**src/rtl/apb_regfile_slave.sv**
```systemverilog
// APB register file: ID word at index 0, wait-state insertion, PSLVERR on bad accesses.
// Optional macro APB_STRB_EN enables PSTRB byte masking; otherwise every write is full-word.

module apb_regfile_word #(
  parameter int DW = 32
) (
  input  logic            clk_i,
  input  logic            rst_ni,
  input  logic            we_i,
  input  logic [DW/8-1:0] be_i,
  input  logic [DW-1:0]   wdata_i,
  output logic [DW-1:0]   q_o
);
  logic [DW-1:0] q_q, q_d;

  always_comb begin
    q_d = q_q;
    for (int k = 0; k < DW/8; k++)
      if (we_i && be_i[k]) q_d[k*8 +: 8] = wdata_i[k*8 +: 8];
  end

  always_ff @(posedge clk_i) begin
    if (!rst_ni) q_q <= '0;
    else         q_q <= q_d;
  end

  assign q_o = q_q;
endmodule

module apb_regfile_slave #(
  parameter int          PADDR_SIZE  = 8,
  parameter int          PDATA_SIZE  = 32,
  parameter int          NUM_REGS    = 8,
  parameter int          WAIT_STATES = 1,
  parameter logic [31:0] ID_VALUE    = 32'hA5B0_0001
) (
  input  logic                           PCLK,
  input  logic                           PRESETn,
  input  logic                           PSEL,
  input  logic                           PENABLE,
  input  logic [PADDR_SIZE-1:0]          PADDR,
  input  logic                           PWRITE,
  input  logic [PDATA_SIZE/8-1:0]        PSTRB,
  input  logic [PDATA_SIZE-1:0]          PWDATA,
  output logic [PDATA_SIZE-1:0]          PRDATA,
  output logic                           PREADY,
  output logic                           PSLVERR,
  output logic [NUM_REGS*PDATA_SIZE-1:0] regs_o,
  output logic [NUM_REGS-1:0]            wr_pulse_o
);
  localparam int NB  = PDATA_SIZE/8;
  localparam int LSB = $clog2(NB);
  localparam logic [PADDR_SIZE-1:0] ALIGN_MASK = PADDR_SIZE'((1 << LSB) - 1);
  localparam logic [PDATA_SIZE-1:0] ID_W       = PDATA_SIZE'(ID_VALUE);

  typedef enum logic {IDLE, ACCESS} state_e;

  state_e                               state_q, state_d;
  logic [3:0]                           cnt_q, cnt_d;
  logic [NUM_REGS-1:0]                  wr_pulse_q, wr_pulse_d;
  logic [NUM_REGS-1:0][PDATA_SIZE-1:0]  regs_w;
  logic [NUM_REGS-1:0]                  hit;
  logic [PADDR_SIZE-1:0]                idx;
  logic [PDATA_SIZE-1:0]                rdata;
  logic [NB-1:0]                        be;
  logic                                 complete, err, wr_en;

  // Decode is live off the bus; the master holds address/control stable through ACCESS.
  assign idx = PADDR >> LSB;
  assign err = (|(PADDR & ALIGN_MASK)) || (32'(idx) >= 32'(NUM_REGS)) || (PWRITE && hit[0]);

  always_comb begin
    hit   = '0;
    rdata = '0;
    for (int i = 0; i < NUM_REGS; i++) begin
      if (idx == PADDR_SIZE'(i)) begin
        hit[i] = 1'b1;
        rdata  = regs_w[i];
      end
    end
  end

  assign complete = (state_q == ACCESS) && PSEL && PENABLE && (cnt_q == 4'd0);
  assign wr_en    = complete && !err && PWRITE;
  assign PREADY   = complete;
  assign PSLVERR  = complete && err;
  assign PRDATA   = (complete && !err && !PWRITE) ? rdata : '0;

`ifdef APB_STRB_EN
  assign be = PSTRB;
`else
  assign be = '1;
  logic unused_strb;
  assign unused_strb = ^PSTRB;
`endif

  always_comb begin
    state_d    = state_q;
    cnt_d      = cnt_q;
    wr_pulse_d = wr_en ? hit : '0;
    case (state_q)
      IDLE: begin
        if (PSEL && !PENABLE) begin
          state_d = ACCESS;
          cnt_d   = 4'(WAIT_STATES);
        end
      end
      ACCESS: begin
        // A dropped PSEL/PENABLE abandons the transfer silently.
        if (!PSEL || !PENABLE)    state_d = IDLE;
        else if (cnt_q == 4'd0)   state_d = IDLE;
        else                      cnt_d   = cnt_q - 4'd1;
      end
      default: state_d = IDLE;
    endcase
  end

  always_ff @(posedge PCLK) begin
    if (!PRESETn) begin
      state_q    <= IDLE;
      cnt_q      <= '0;
      wr_pulse_q <= '0;
    end else begin
      state_q    <= state_d;
      cnt_q      <= cnt_d;
      wr_pulse_q <= wr_pulse_d;
    end
  end

  assign regs_w[0] = ID_W;
  for (genvar i = 1; i < NUM_REGS; i++) begin : g_reg
    apb_regfile_word #(.DW(PDATA_SIZE)) u_word (
      .clk_i  (PCLK),
      .rst_ni (PRESETn),
      .we_i   (wr_en && hit[i]),
      .be_i   (be),
      .wdata_i(PWDATA),
      .q_o    (regs_w[i])
    );
  end

  assign regs_o     = regs_w;
  assign wr_pulse_o = wr_pulse_q;
endmodule
```
**config.mk**
```make
export PLATFORM = sky130hd
export DESIGN_NAME = apb_regfile_slave
export DESIGN_NICKNAME = d
export VERILOG_FILES = /design/src/rtl/apb_regfile_slave.sv
export SDC_FILE = /design/constraint.sdc
export NUM_CORES = 1
export LEC_CHECK = 0
export BUFFER_PORTS_ARGS = -buffer_cell sky130_fd_sc_hd__clkbuf_2
export CAP_MARGIN = 20
export CORE_MARGIN = 2
export CORE_UTILIZATION = 52
export CTS_CLUSTER_SIZE = 12
export DETAILED_ROUTE_END_ITERATION = 16
export HOLD_SLACK_MARGIN = 0.03
export PLACE_DENSITY = 0.81
export SLEW_MARGIN = 20
export SYNTH_ARGS = -nofsm -noshare
export SYNTH_HDL_FRONTEND = slang
export SYNTH_SLANG_ARGS = --single-unit
```
**constraint.sdc**
```tcl
create_clock -name PCLK -period 3.7 [get_ports PCLK]
set_clock_uncertainty 0.2 [all_clocks]
set_input_delay 1.11 -clock PCLK [delete_from_list [all_inputs] [get_ports PCLK]]
set_output_delay 1.11 -clock PCLK [all_outputs]
set_load 0.01 [all_outputs]
```
## Yosys cells after proc, flatten, opt, wreduce, memory -nomap -nowiden

Index checks and enable logic that the tools add are counted.

| storage, ports and cells | value |
|---|---|
| input bits | 49 |
| flip-flop bits (word level) | 237 |
| output and inout bits | 298 |
| logic and storage cells | 76 |

| cells by class | value |
|---|---|
| reduce and logical (&&, ||, !) cells | 28 |
| bitwise logic cells | 1 |
| order comparisons | 1 |
| $add $sub $neg | 1 |
| mux-type cells | 25 |
| equality and inequality tests | 10 |

Operators with widths:

| kind | number |
|---|---|
| 32-bit 2-to-1 mux | 9 |
| 6-bit by 3-bit == test with 1-bit output (second input constant) | 4 |
| 1-bit logical AND | 16 |
| 6-bit by 2-bit == test with 1-bit output (second input constant) | 2 |
| 4-bit 2-to-1 mux | 3 |
| 1-bit 2-to-1 mux | 11 |
| 8-bit zero test | 1 |
| 4-bit case mux with 2 select lines | 1 |
| 6-bit by 1-bit == test with 1-bit output (second input constant) | 1 |
| 6-bit by 4-bit >= comparator with 1-bit output (second input constant) | 1 |
| 2-bit inequality test (second input constant) | 3 |
| 1-bit zero test | 4 |
| 4-bit zero test | 1 |
| 4-bit by 1-bit subtractor with 4-bit output (second input constant) | 1 |
| 1-bit logical OR | 3 |
| 3-bit AND reduction | 1 |
| 1-bit case mux with 2 select lines | 1 |
| 2-bit AND reduction | 1 |
| 2-bit OR reduction | 1 |
| 1-bit NOT | 1 |

## Longest topological paths before layout

| logic depth | value |
|---|---|
| word-level depth | 10 |
| gate-level depth with buffers | 8 |
| mapped depth without buffers | 7 |

## Cells and area by module

Synthesis repeated with hierarchy kept, for this count alone.

| second synthesis, totals | value |
|---|---|
| cells, all modules | 1487 |
| area, all modules | 13021.2 µm² |

By module, submodules not included:

| module | sequential area each (µm²) | instances | cells each | area each (µm²) |
|---|---|---|---|---|
| apb_regfile_word | 640.6 | 7 | 151 | 1426.4 |
| apb_regfile_slave | 260.2 | 1 | 430 | 3036.7 |

## Worst setup path before layout

OpenSTA, ideal clock, no wires.

| timing path | value |
|---|---|
| path kind | in2out |
| start point | input port PADDR[4] |
| end point | output port PRDATA[2] |
| path buffers | 3 |
| arrival time | 2.493 ns |
| slack | -0.103 ns |
| stages | 7 |
| data required time | 2.390 ns |
| cell sequence | buf_2 or4_1 buf_2 buf_2 o32ai_1 o22ai_1 a21oi_1 |

| on the way | value |
|---|---|
| word-level cells in the longest chain between the ends | 9 |
| elaborated cells on any way between the ends | 24 |
| those cells by class | order compare (1); eq/ne (7); mux (9); reduce/logical (7) |

Ends and longest elaborated chain:

| item | RTL line | source |
|---|---|---|
| from (decl) | 41 | `input logic [PADDR_SIZE-1:0] PADDR,` |
| 6-bit by 1-bit == test with 1-bit output | 76 | `if (idx == PADDR_SIZE'(i)) begin` |
| 32-bit 2-to-1 mux (7 in a row) | 76 |  |
| 32-bit 2-to-1 mux * | 87 | `assign PRDATA = (complete && !err && !PWRITE) ? rdata : '0;` |
| to (decl) | 45 | `output logic [PDATA_SIZE-1:0] PRDATA,` |

Mark *: on every way between the ends. The rest lies on a longest branch, timed or not.

## Worst setup path in the final report

| timing path | value |
|---|---|
| start point | input port PADDR[5] |
| end point | output port PRDATA[8] |

Same word-level chain as after synthesis.

==> flow_summary_export.csv <==
group,metric,value,unit
outcome,result_of_the_run,"finished, violations left",
outcome,failed_checks,"setup timing",
grt,globalRouteOverflowTotal,0,
clock_network,cts-root-to-sink-buffers,3,
yosys,yosys_warnings,0,
die,core-area,21090,µm²
layout,num_antenna_cells,0,
yosys,synth_cell_type_count,54,
routing,drtPass1Iterations,6,
sta,final-max-slew-violation-count,0,
layout,layout.nets,1603,
die,fp-row-count,53,
yosys,synthesis.area,11220,µm²
routing,routedWlPerCell,21.60,µm
clock_network,clock-sinks,237,
grt,gr-usage-all-layers,31.12,%
grt,grt_first_pass_wirelength,55720,µm
die,floorplan.io_pins,347,
clock_network,clkLatencyLatePin,0.52,ns
sta,timing_hold_violations_final,0,
placement,finalWeightedCongestion,0.8514,
sta,setup_viol,33,
yosys,synthDominantCellAreaShare,42.28,%
worst_setup_path,ff2ff_setup_slack,1.14,ns
layout,drive_gt1_share,34.44,%
layout,stdcell_count,1843,
yosys,ys.flop_type,"dfxtp_1",
power_and_ir_drop,overall_power,5.594,mW
routing,drt_iter0_drc,920,
sta,timing_limited_maximum_frequency,0.2447,GHz
routing,vias_per_cell,5.921,
clock_network,number_of_buffers_created_by_cts,26,
die,area_of_the_die,22770,µm²
yosys,avgSynthCellArea,9.124,µm²
yosys,yosys-top-cells-count,"267 x nand2_1, 237 x dfxtp_1, 233 x mux2i_1",
yosys,synth_largest_area_cell,"dfxtp_1",
layout,area_delta_synth_final,33.98,%
clock_network,cts_tree,"yes",
sta,grt_setup_unrepaired,"true",
die,dieWidth,150.9,µm
flow_run,max_cap_violations,0,
die,die_height,150.9,µm
routing,number_of_remaining_drc_errors,0,
min_path,timing.hold.worst.class,"reg -> reg",
layout,final.fill_count,1512,
routing,drt_wl_total,39810,µm
yosys,synth_seq_area_share,42.28,%
layout,layout.area.seq,4745,µm²
routing,antenna_left,0,
power_and_ir_drop,total_leakage_power,6.273,nW
worst_setup_path,signal_arrival_time_at_the_worst_endpoint,2.78,ns
sta,layout_worst_path_cycle_share,110.4,%
worst_setup_path,critical_path_required,2.39,ns
placement,port_buffers,310,
yosys,postSynth.asyncResetShare,0,%
worst_setup_path,worstPathMaxFanout,6,
routing,overall_via_count_from_detail_route,10910,
yosys,synth-edff-count,0,
power_and_ir_drop,ir_worst_vdd,0.3832,mV
clock_network,root_buffer,"clkbuf_16",
worst_setup_path,timing.critical_path.from_type,"primary input",
worst_setup_path,setup.worst_path.end_class,"output port",
worst_setup_path,criticalPathCategory,"in -> out",
yosys,synth_area_leaders,"dfxtp_1 42%, mux2i_1 21%, nand2_1 8.9%",
die,initial_core_util,53.22,%
clock_network,cts-htree-levels,1,
grt,first_global_vias,9996,
grt,number_of_antenna_violations_at_the_first_check_in_global_routing,0,
yosys,synth.most_common_cell,"nand2_1",
clock_network,postCtsHoldBufs,0,
placement,placed_cells,1788,
layout,multiInputGateArea,6322,µm²
sta,setup_ws,-0.3863,ns
yosys,ys_ff_latch,237,
sta,final.min_clock_period,4.086,ns
power_and_ir_drop,power.density_cell_area,372.0,nW/µm²
yosys,synth_cells,1230,
placement,dp_hpwl,24990,µm
clock_network,cts.clk_slew.worst_paths,0.06,ns
grt,grt_start_max_net_pins,73,
placed cells by master, fill, tap and decap left out, drive strengths merged, types with 18 or more instances in the layout:
cell / count
nand2: 267
buf: 118
clkbuf: 317
o22ai: 37
nand3: 22
mux2: 20
inv: 22
a22oi: 18
nor2: 40
mux2i: 233
dfxtp: 237
a21oi: 72
conb: 33
nand3b: 36
o32ai: 18
critical path, cell delays in order:
cell	delay, ns
buf_8	0.11
or4b_4	0.65
buf_12	0.21
o32ai_4	0.22
o22ai_2	0.14
a21oi_2	0.17
buf_2	0.15
path summary, 6_finish.rpt:
check,end,cells past startpoint,start
worst max-delay path,PRDATA[8],7,PADDR[5]
worst min-delay path,g_reg[3].u_word.q_o[18]$_SDFFE_PN0P_,2,g_reg[3].u_word.q_o[18]$_SDFFE_PN0P_
worst max register to register,g_reg[4].u_word.q_o[13]$_SDFFE_PN0P_,7,cnt_q[0]$_SDFFE_PN0P_
worst min register to register,g_reg[3].u_word.q_o[18]$_SDFFE_PN0P_,2,g_reg[3].u_word.q_o[18]$_SDFFE_PN0P_
flip-flops by register name, summed over array words and instances (netlist names):
register	count
cnt_q	4
g.u_word.q_o	224
state_q	1
wr_pulse_o	8
timing repair:
item / in CTS / in global routing
gates resized for setup: 22 / 114
buffers inserted: 3 / 3
gates cloned: 1 / 5
pin swaps: 4 / 40
setup endpoints to repair: 32 / 33
layer usage:
metal / GRT usage (%) / share of wire (%) / vias to the layer above
met3: 7.380 / 10 / 142
met2: 50.11 / 47 / 659
li1: - / - / 4881
met4: 13.83 / 4.4 / 0
met5: 0 / 0 / -
met1: 39.80 / 38 / 5230
stage by stage:
| step | util [%] | instance area [µm²] | hold slack [ns] | worst slack, ns | setup TNS (ns) |
|---|---|---|---|---|---|
| 6_report | 71.30 | 15040 | 0.2727 | -0.3863 | -9.434 |
| 3_3_place_gp | 63.49 | 13390 | 0.2536 | -0.4291 | -9.877 |
| 4_1_cts | 68.42 | 14430 | 0.2707 | -0.4106 | -9.277 |
| 2_1_floorplan | - | 11510 | 0.2878 | -0.05986 | -0.6688 |
| 3_5_place_dp | 63.49 | 13390 | 0.2627 | -0.4331 | -10.63 |
| 5_1_grt | 71.30 | 15040 | 0.2861 | -0.4385 | -10.91 |
power breakdown:
part           leakage, nW  internal [mW]  total (mW)  switching (mW)
clock                0.420           1.60        2.64            1.05
sequential            1.91           2.56        2.56         0.00454
combinational         3.94          0.135       0.392           0.257
total                 6.27           4.29        5.59            1.31
layout make-up:
cell class / instances / area share, %
clock buffers: 38 / 5.234
clock inverters: 5 / 0.5326
inverters: 23 / 0.5742
repair buffers: 398 / 17.77
multi-input cells: 867 / 42.05
well taps: 275 / 2.288
flip-flops and latches: 237 / 31.56
cell families (layout without fill, tap and decap cells):
logic type	count (synthesis)	after routing	synth area share, %
and+or+nand+nor	399	400	16.11
muxes	253	253	22.79
DFF	237	237	42.28
AOI/OAI and AO/OA	180	180	10.70
buffers and inverters	158	464	7.938
other	2	33	0.06692
adders and majority gates	1	1	0.1115
No activity file was read; power rests on OpenSTA's default activity.
